==> src/rtl/muldiv_unit.sv <==
// muldiv_unit
// Multi-cycle integer multiply/divide unit with architectural HI/LO registers.
// Multiply is shift-add on operand magnitudes and divide is restoring, one
// quotient bit per cycle; signed results are corrected on the final edge.
//
// Optional build macro: MULDIV_FAST_MULT_EN
//   defined   : MULT/MULTU use a single-cycle WIDTHxWIDTH multiplier
//               (results at T+1, busy for one cycle); divide is unchanged.
//   undefined : multiply is iterative with WIDTH-cycle latency.
//
// Ports
//   CLK          in   clock, rising edge active
//   RST          in   asynchronous active-low reset
//   start        in   issue request (ignored while busy)
//   op           in   0 MULT, 1 MULTU, 2 DIV, 3 DIVU, 4 MTHI, 5 MTLO, 6-7 reserved
//   a, b         in   rs / rt operands
//   flush        in   cancels the in-flight operation, blocks a same-cycle start
//   busy         out  operation in progress
//   done         out  one-cycle pulse after HI/LO were written
//   div_by_zero  out  last completed divide had b == 0
//   hi, lo       out  HI / LO registers
module muldiv_unit #(
  parameter int WIDTH = 32
) (
  input  logic             CLK,
  input  logic             RST,
  input  logic             start,
  input  logic [2:0]       op,
  input  logic [WIDTH-1:0] a,
  input  logic [WIDTH-1:0] b,
  input  logic             flush,
  output logic             busy,
  output logic             done,
  output logic             div_by_zero,
  output logic [WIDTH-1:0] hi,
  output logic [WIDTH-1:0] lo
);

  localparam int CW = $clog2(WIDTH + 1);
  localparam logic [CW-1:0] CNT_ONE  = CW'(1);
  localparam logic [CW-1:0] CNT_FULL = CW'(WIDTH);
  localparam logic [CW-1:0] CNT_ZERO = CW'(0);

  typedef enum logic {IDLE = 1'b0, RUN = 1'b1} state_t;

  state_t             state_r, state_next_s;
  logic [CW-1:0]      cnt_r;
  logic               is_div_r;
  logic               neg_q_r;     // negate quotient / product
  logic               neg_r_r;     // negate remainder
  logic               bzero_r;
  logic [WIDTH-1:0]   a_r;
  logic [WIDTH-1:0]   mag_a_r;
  logic [WIDTH-1:0]   mag_b_r;
  logic [2*WIDTH-1:0] acc_r;       // mult: {partial, multiplier}; div: {remainder, quotient}
  logic [WIDTH-1:0]   hi_r, lo_r;
  logic               busy_r, done_r, dbz_r;

  logic               is_arith_s, is_move_s, is_signed_s;
  logic               accept_arith_s, accept_move_s, run_step_s, last_iter_s;
  logic [WIDTH-1:0]   mag_a_s, mag_b_s;
  logic [WIDTH:0]     div_shift_s;
  logic               div_ge_s;
  logic [WIDTH-1:0]   div_diff_s;
  logic [2*WIDTH-1:0] div_next_s;
  logic [2*WIDTH-1:0] iter_next_s;
  logic [2*WIDTH-1:0] mul_prod_s;
  logic [2*WIDTH-1:0] prod_signed_s;
  logic [WIDTH-1:0]   quo_s, rem_s;
  logic [WIDTH-1:0]   hi_res_s, lo_res_s;

  assign is_arith_s     = (op[2] == 1'b0);
  assign is_move_s      = (op == 3'd4) || (op == 3'd5);
  assign is_signed_s    = (op[0] == 1'b0);
  assign accept_arith_s = (state_r == IDLE) && start && !flush && is_arith_s;
  assign accept_move_s  = (state_r == IDLE) && start && !flush && is_move_s;
  assign run_step_s     = (state_r == RUN) && !flush;
  assign last_iter_s    = run_step_s && (cnt_r == CNT_ONE);

  // Operand magnitudes; MIN maps onto itself, which is the correct unsigned magnitude.
  assign mag_a_s = (is_signed_s && a[WIDTH-1]) ? -a : a;
  assign mag_b_s = (is_signed_s && b[WIDTH-1]) ? -b : b;

  // Restoring divide step: shift in the next dividend bit, subtract if it fits.
  assign div_shift_s = {acc_r[2*WIDTH-1:WIDTH], acc_r[WIDTH-1]};
  assign div_ge_s    = (div_shift_s >= {1'b0, mag_b_r});
  assign div_diff_s  = div_shift_s[WIDTH-1:0] - mag_b_r;
  assign div_next_s  = div_ge_s ? {div_diff_s, acc_r[WIDTH-2:0], 1'b1}
                                : {div_shift_s[WIDTH-1:0], acc_r[WIDTH-2:0], 1'b0};

`ifdef MULDIV_FAST_MULT_EN
  assign mul_prod_s  = {{WIDTH{1'b0}}, mag_a_r} * {{WIDTH{1'b0}}, mag_b_r};
  assign iter_next_s = div_next_s;
`else
  logic [WIDTH:0]     mul_sum_s;
  logic [2*WIDTH-1:0] mul_next_s;
  // Shift-add step: add multiplicand when the multiplier LSB is set, then shift right.
  assign mul_sum_s   = {1'b0, acc_r[2*WIDTH-1:WIDTH]} +
                       (acc_r[0] ? {1'b0, mag_a_r} : {(WIDTH+1){1'b0}});
  assign mul_next_s  = {mul_sum_s, acc_r[WIDTH-1:1]};
  assign mul_prod_s  = mul_next_s;
  assign iter_next_s = is_div_r ? div_next_s : mul_next_s;
`endif

  assign prod_signed_s = neg_q_r ? -mul_prod_s : mul_prod_s;
  assign quo_s         = neg_q_r ? -iter_next_s[WIDTH-1:0] : iter_next_s[WIDTH-1:0];
  assign rem_s         = neg_r_r ? -iter_next_s[2*WIDTH-1:WIDTH] : iter_next_s[2*WIDTH-1:WIDTH];

  // Final HI/LO values written on the last iteration edge.
  always_comb begin
    hi_res_s = prod_signed_s[2*WIDTH-1:WIDTH];
    lo_res_s = prod_signed_s[WIDTH-1:0];
    if (is_div_r) begin
      if (bzero_r) begin
        hi_res_s = a_r;
        lo_res_s = {WIDTH{1'b1}};
      end else begin
        hi_res_s = rem_s;
        lo_res_s = quo_s;
      end
    end else begin
      hi_res_s = prod_signed_s[2*WIDTH-1:WIDTH];
      lo_res_s = prod_signed_s[WIDTH-1:0];
    end
  end

  // Next-state logic; flush always returns to IDLE without a write.
  always_comb begin
    state_next_s = state_r;
    case (state_r)
      IDLE: begin
        if (accept_arith_s) begin
          state_next_s = RUN;
        end else begin
          state_next_s = IDLE;
        end
      end
      RUN: begin
        if (flush || (cnt_r == CNT_ONE)) begin
          state_next_s = IDLE;
        end else begin
          state_next_s = RUN;
        end
      end
      default: state_next_s = IDLE;
    endcase
  end

  // State register.
  always_ff @(posedge CLK or negedge RST) begin
    if (!RST) begin
      state_r <= IDLE;
    end else begin
      state_r <= state_next_s;
    end
  end

  // Datapath: operand capture, iteration, result write-back and status flags.
  always_ff @(posedge CLK or negedge RST) begin
    if (!RST) begin
      cnt_r    <= CNT_ZERO;
      is_div_r <= 1'b0;
      neg_q_r  <= 1'b0;
      neg_r_r  <= 1'b0;
      bzero_r  <= 1'b0;
      a_r      <= {WIDTH{1'b0}};
      mag_a_r  <= {WIDTH{1'b0}};
      mag_b_r  <= {WIDTH{1'b0}};
      acc_r    <= {(2*WIDTH){1'b0}};
      hi_r     <= {WIDTH{1'b0}};
      lo_r     <= {WIDTH{1'b0}};
      busy_r   <= 1'b0;
      done_r   <= 1'b0;
      dbz_r    <= 1'b0;
    end else begin
      done_r <= 1'b0;
      busy_r <= (state_next_s == RUN);
      if (accept_arith_s) begin
        is_div_r <= op[1];
        neg_q_r  <= is_signed_s && (a[WIDTH-1] ^ b[WIDTH-1]);
        neg_r_r  <= is_signed_s && a[WIDTH-1];
        bzero_r  <= (b == {WIDTH{1'b0}});
        a_r      <= a;
        mag_a_r  <= mag_a_s;
        mag_b_r  <= mag_b_s;
        // Divide iterates on the dividend; multiply on the multiplier.
        acc_r    <= op[1] ? {{WIDTH{1'b0}}, mag_a_s} : {{WIDTH{1'b0}}, mag_b_s};
        dbz_r    <= 1'b0;
`ifdef MULDIV_FAST_MULT_EN
        cnt_r    <= op[1] ? CNT_FULL : CNT_ONE;
`else
        cnt_r    <= CNT_FULL;
`endif
      end else if (accept_move_s) begin
        if (op[0] == 1'b0) begin
          hi_r <= a;
        end else begin
          lo_r <= a;
        end
        done_r <= 1'b1;
        dbz_r  <= 1'b0;
      end else if (run_step_s) begin
        cnt_r <= cnt_r - CNT_ONE;
        acc_r <= iter_next_s;
        if (last_iter_s) begin
          hi_r   <= hi_res_s;
          lo_r   <= lo_res_s;
          done_r <= 1'b1;
          if (is_div_r) begin
            dbz_r <= bzero_r;
          end
        end
      end
    end
  end

  assign busy        = busy_r;
  assign done        = done_r;
  assign div_by_zero = dbz_r;
  assign hi          = hi_r;
  assign lo          = lo_r;

endmodule

==> config.mk <==
export PLATFORM = sky130hd
export DESIGN_NAME = muldiv_unit
export DESIGN_NICKNAME = d
export VERILOG_FILES = /design/src/rtl/muldiv_unit.sv
export SDC_FILE = /design/constraint.sdc
export NUM_CORES = 1
export LEC_CHECK = 0
export ABC_AREA = 1
export BUFFER_PORTS_ARGS = -buffer_cell sky130_fd_sc_hd__buf_4
export CAP_MARGIN = 10
export CORE_MARGIN = 5
export CORE_UTILIZATION = 45
export CTS_BUF_LIST = sky130_fd_sc_hd__clkbuf_8 sky130_fd_sc_hd__clkbuf_16
export DETAILED_ROUTE_END_ITERATION = 10
export GPL_TIMING_DRIVEN = 0
export PLACE_DENSITY = 0.65
export REMOVE_ABC_BUFFERS = 1
export SLEW_MARGIN = 20
export SYNTH_ARGS = -nofsm -noshare
export SYNTH_HDL_FRONTEND = slang
export SYNTH_SLANG_ARGS = --single-unit
==> constraint.sdc <==
create_clock -name CLK -period 3.8 [get_ports CLK]
set_input_delay 0.19 -clock CLK [delete_from_list [all_inputs] [get_ports CLK]]
set_output_delay 0.19 -clock CLK [all_outputs]
set_load 0.005 [all_outputs]
# ---- Word-level counts from Yosys, hierarchy flattened
# Index checks and enable logic that the tools add are counted.
dict set report totals {
  word_cells 96
  register_bits 237
  inputBits 71
  out_inout_bits 67
}
dict set report op_classes {
  mux 39
  reduce_logical 23
  bitwise 5
  eq_ne 6
  n_lt_le_gt_ge 1
  addsub 8
}
# op count
set ops {}
lappend ops {{$mux W32} 18}
lappend ops {{$mux W64} 6}
lappend ops {{$neg A32 Y32} 4}
lappend ops {{$neg A64 Y64} 1}
lappend ops {{$add A32 B32 Y33} 1}
lappend ops {{$ge A33 B32 Y1} 1}
lappend ops {{$logic_not A32 Y1} 1}
lappend ops {{$sub A32 B32 Y32} 1}
lappend ops {{$mux W6} 3}
lappend ops {{$mux W1} 11}
lappend ops {{$logic_and A1 B1 Y1} 9}
lappend ops {{$reduce_bool A3 Y1} 3}
lappend ops {{$reduce_and A4 Y1} 2}
lappend ops {{$eq A3 B3 Y1 const B} 2}
lappend ops {{$eq A6 B1 Y1 const B} 1}
lappend ops {{$ne A2 B2 Y1 const B} 3}
lappend ops {{$reduce_bool A2 Y1} 3}
lappend ops {{$sub A6 B1 Y6 const B} 1}
lappend ops {{$not A1 Y1} 4}
lappend ops {{$reduce_and A3 Y1} 1}
lappend ops {{$logic_or A1 B1 Y1} 2}
lappend ops {{$pmux W1 S2} 1}
lappend ops {{$reduce_and A2 Y1} 1}
lappend ops {{$logic_not A1 Y1} 1}
lappend ops {{$xor A1 B1 Y1} 1}

# ---- Depth between registers and ports, before layout
dict set report depth {
  depth_word 10
  mapped_depth 31
  depth_no_buf 29
}

# ---- Worst setup path after synthesis
# Ideal clock, no wire load.
dict set report synth_timing {
  path_type {register -> register}
  from {register acc_r[51]}
  to {register lo_r[30], in the netlist lo[30]}
  synth_period_minus_slack_ns 3.593
  setup_ns 0.121
  t_arrival_ns 3.472
  path_stages_with_launch 27
  slack_ns 0.207
  n_path_buf 0
  required_ns 3.679
  cell_sequence {dfrtp_1 ha_1 nand2_1 inv_1 nand2_1 nand2_1 nand2_1 nand2_1 nand2_1 nand2_1 nor2_4 nand3_2 o21ai_2 ha_1 nor3b_1 nand2_1 nor3_2 nand2_1 nor2_2 nor2_1 a21oi_2 o211ai_1 o21bai_1 a21oi_1 o211ai_1 nand3_1 a21oi_1}
}
dict set report synth_via {
  elab_chain_len 10
}
# item line
set synth_lines {}
lappend synth_lines {{start, declared} 55} ;# logic [2*WIDTH-1:0] acc_r;
lappend synth_lines {{start signal, assigned} 169} ;# acc_r <= {(2*WIDTH){1'b0}};
lappend synth_lines {{start signal, assigned} 187} ;# acc_r <= op[1] ? {{WIDTH{1'b0}}, mag_a_s} : {{WIDTH{1'b0}}, mag_b_s};
lappend synth_lines {{start signal, assigned} 204} ;# acc_r <= iter_next_s;
lappend synth_lines {{$ge A33 B32 Y1} 86} ;# assign div_ge_s = (div_shift_s >= {1'b0, mag_b_r});
lappend synth_lines {{$mux W64} 88} ;# assign div_next_s = div_ge_s ? {div_diff_s, acc_r[WIDTH-2:0], 1'b1}
lappend synth_lines {{$mux W64} 102} ;# assign iter_next_s = is_div_r ? div_next_s : mul_next_s;
lappend synth_lines {{$neg A32 Y32} 106} ;# assign quo_s = neg_q_r ? -iter_next_s[WIDTH-1:0] : iter_next_s[WIDTH-1:0];
lappend synth_lines {{$mux W32} 106}
lappend synth_lines {{$mux W32} 114} ;# if (bzero_r) begin
lappend synth_lines {{$mux W32} 113} ;# if (is_div_r) begin
lappend synth_lines {{$mux W32} 205} ;# if (last_iter_s) begin
lappend synth_lines {{$mux W32} 202} ;# end else if (run_step_s) begin
lappend synth_lines {{$mux W32} 194} ;# end else if (accept_move_s) begin
lappend synth_lines {{end signal, assigned} 171} ;# lo_r <= {WIDTH{1'b0}};
lappend synth_lines {{end signal, assigned} 207} ;# lo_r <= lo_res_s;
lappend synth_lines {{end, declared} 56} ;# logic [WIDTH-1:0] hi_r, lo_r;
# Every way passes these cells. The select of a mux whose other input is x is not followed.
# A chain may end at the register's enable or synchronous reset.

# ---- Worst setup path after layout
dict set report layout_timing {
  from {register acc_r[31]}
  to {register lo_r[30], in the netlist lo[30]}
}
dict set report layout_via {
  elab_chain_len 10
  word_cells_on_any_way 12
  classes_between {add/sub: 2; order compare: 1; mux: 9}
}
# item line
set layout_lines {}
lappend layout_lines {{$ge A33 B32 Y1} 86}
lappend layout_lines {{$mux W64} 88}
lappend layout_lines {{$mux W64} 102}
lappend layout_lines {{$neg A32 Y32} 106}
lappend layout_lines {{$mux W32} 106}
lappend layout_lines {{$mux W32} 114}
lappend layout_lines {{$mux W32 (*)} 113}
lappend layout_lines {{$mux W32 (*)} 205}
lappend layout_lines {{$mux W32 (*)} 202}
lappend layout_lines {{$mux W32 (*)} 194}
# Mark *: on every way between the ends. The rest lies on a longest branch, timed or not. The select of a mux whose other input is x is not followed.

==> out/results.txt <==
Status -> finished, violations left
Failing checks -> negative setup slack
R2R cell count -> 23
Die Height -> 229 um
CP Launch Type -> flip-flop
Most frequent cells in the layout -> nand2_1 (912), inv_1 (411), nor2_1 (382)
CP bufs+invs -> 1
DRC -> 0
Crit Path Max Fanout -> 4
CTS Root Buffer Type -> clkbuf_16
Rows -> 80
Hold Fails Final Rpt -> 0
Worst Setup End Kind -> flip-flop
Starting Density -> 0.453
PwrDens -> 884 mW/mm^2
Critical path startpoint -> acc_r[31]
Delay-heaviest family, CP -> simple AND/OR/NAND/NOR gates
DRT Pass-1 Iters -> 8
Commonest non-fill, non-tap cell in the layout -> nand2_1
CP max stage cell -> dfrtp_1
Nets -> 3,887
Tcrit/Tclk final -> 1.06
Die Wd -> 229 um
Routed Antenna Nets -> 0
Yosys reg bits -> 236
Worst Setup EP -> lo[30]
FILL cells -> 4,767
Synth-to-Final Area Change -> 27.6%
Setup slack, reg-to-reg -> -0.22 ns
Total wire length -> 94,500 um
Worst path depth -> 23
Global Route Usage Sum -> 0.340
Post-DP Area -> 0.0234 mm^2
CTS tree -> built
Syn Area/Cell -> 6.10 um^2
Post-synthesis sequential area ratio -> 0.273
Worst hold margin -> 0.0311 ns
Max Clock Skew -> 0.0203 ns
Crit-path max cell delay -> 0.39 ns
Fin cells -> 4,381
Worst skew pair latency -> 0.58 ns
Ports -> 138
Die area -> 0.0525 mm^2
Clock period minus worst slack -> 4.02 ns
First-pass GRT wire length -> 139,000 um
Worst min path class -> input pin to flip-flop
Power, Total -> 24.4 mW
Vias -> 25,230
Syn Std Cell Area -> 0.0216 mm^2
Final instance area -> 0.0276 mm^2
CTS Sinks -> 236
Dpl cells -> 4,176
Largest net degree at the start of global routing -> 101
Clock buffer count from CTS -> 28
Fmax achieved -> 0.249 GHz
Clock tree buffer depth -> 3
Cell chain of the critical path -> clkinvlp_4 > ha_4 > nand3_2 > nor2_1 > nand2_2 > nor2_4 > nor2_4 > nand3_4 > o21ai_4 > ha_4 > nor3b_4 > nand2_2 > nor3_4 > nand2_2 > nor2_4 > nor2_4 > a21oi_4 > o211ai_1 > o21bai_4 > a21oi_2 > o211ai_1 > nand3_1 > a21oi_1
Most frequent cell on the critical path -> nor2_4
Placer Congestion -> 0.964
Slew Limit Fails -> 0
Worst Tran Pin Value -> 1.14 ns
Unique cell type count in the Yosys netlist -> 60
Leakage -> 13.3 nW
H-tree levels -> 1
Max-Cap Viols -> 0
I/O Buffers -> 137
Drt initial violations -> 2,538
RSZ-0062 raised after global routing -> yes
Peak VDD IR -> 0.542 mV
Mapped Cells -> 3,541
Final HPWL from detailed placement -> 70,700 um
Kind of critical path -> flip-flop to flip-flop
Worst setup margin -> -0.223 ns
Synth warn -> 0
Critical path arrival -> 4.48 ns
Ratio of cells with drive above 1 in the final layout -> 0.197
Core area -> 0.0476 mm^2
Capturing point of the worst reg2reg path -> lo[30]
WL/cell -> 21.6 um
Grt ovf -> 0
Via density -> 5.76
Required time of the critical path -> 4.25 ns
Initial antenna violation count -> 2
Worst-path clk slew -> 0.06 ns
Relative slew slack -> 0.239
Vias in the first global route -> 23,461
Final setup viols -> 16
Reg2reg start -> acc_r[31]
routing by layer:
layer | share of wire | GRT usage | vias up
li1 | - | - | 11936
met1 | 0.42 | 0.469 | 11867
met2 | 0.45 | 0.547 | 1219
met3 | 0.097 | 0.0531 | 204
met4 | 0.041 | 0.112 | 4
met5 | 0.00029 | 0 | -
worst min-delay path: stages:
cell and delay (ns):
buf_4 0.09, nor2_1 0.14, nand2_1 0.11, nand2_1 0.04
sequential cells by signal, summed over array words and instances, names as in the netlist, 6 cells and up:
name	flops
mag_a_r	31
acc_r	64
mag_b_r	32
lo	32
a_r	32
cnt_r	6
hi	32
worst min path at each step:
| stage | start | slack [ns] | endpoint | depth (start not counted) |
|---|---|---|---|---|
| 2_1_floorplan | RST | -0.11 | a_r[0] | 0 |
| 3_3_place_gp | op[0] | 0.44 | neg_r_r | 2 |
| 3_5_place_dp | RST | 0.11 | acc_r[4] | 1 |
| 4_1_cts | a[27] | 0.0009 | a_r[27] | 3 |
| 5_1_grt | flush | 0.05 | busy | 4 |
| 6_report | flush | 0.03 | busy | 4 |
cell usage after synthesis, drive strengths merged:
cell type	count	area share
nand2	1015	0.18
nor2	457	0.083
inv	445	0.077
o21ai	336	0.078
nand3	253	0.062
dfrtp	236	0.27
a21oi	193	0.046
clkbuf	97	0.017
xor2	81	0.033
ha	71	0.041
nor3	66	0.016
nand4	54	0.016
buf	42	0.010
o22ai	25	0.0072
o211ai	21	0.0073
a31oi	20	0.0058
nand3b	19	0.0066
a22oi	15	0.0052
xnor2	15	0.0061
nor4	11	0.0039
o21bai	11	0.0038
or2	8	0.0023
a211oi	6	0.0021
a21o	5	0.0017
o21a	5	0.0017
o221ai	5	0.0020
a221oi	4	0.0016
o31ai	4	0.0014
o311ai	3	0.0012
a21boi	2	0.00069
a221o	2	0.00093
fa	2	0.0019
nor2b	2	0.00093
o2111ai	2	0.00081
a311o	1	0.00046
a32oi	1	0.00041
and2	1	0.00029
clkinv	1	0.00017
nand2b	1	0.00029
nor3b	1	0.00035
o32ai	1	0.00041
o41ai	1	0.00041
stage by stage:
stage,setup TNS (ns),utilization,worst slack (ns)
detailed placement,-44.22,0.491,-1.43
global placement,-2077.69,0.479,-13.06
CTS,-1.52,0.551,-0.264
floorplan,-662.88,-,-4.86
global route,-5.39,0.579,-0.406
finish,-1.34,0.579,-0.223
logic make-up (layout without fill, tap and decap cells):
group	after synthesis	count (layout)	share of synthesized area
and+or+nand+nor	1888	1892	0.370
AOI/OAI and AO/OA	663	663	0.169
buffers and inverters	585	805	0.105
DFF	236	236	0.273
xor gates and xnor gates	96	96	0.0393
adders and majority gates	73	73	0.0430
other	0	1	0
timing repair:
action,in CTS,in global routing
endpoints found under the setup margin,57,41
pin swaps,30,51
hold buffers,47,0
endpoints found under the hold margin,158,0
setup buffers,54,48
gates cloned,3,1
gates resized for setup,222,248
final cells by class:
class | count | area (um^2) | share of cell area
Antenna cell | 1 | 2.50 | 0.0000908
Timing Repair Buffer | 307 | 2850 | 0.103
Clock buffer | 34 | 795 | 0.0288
Tap cell | 615 | 769 | 0.0279
Sequential cell | 236 | 5950 | 0.216
Inverter | 446 | 1710 | 0.0621
Clock inverter | 18 | 134 | 0.00486
Multi-Input combinational cell | 2724 | 15400 | 0.557
where the power goes:
group | total, mW | internal [mW] | switching [mW] | leakage, nW
Sequential | 4.42 | 3.42 | 0.996 | 2.83
Combinational | 17.2 | 6.30 | 10.9 | 10.0
Clock | 2.78 | 1.61 | 1.17 | 0.495
Total | 24.4 | 11.3 | 13.0 | 13.3
Note: power is estimated with default switching activity, not from simulation.
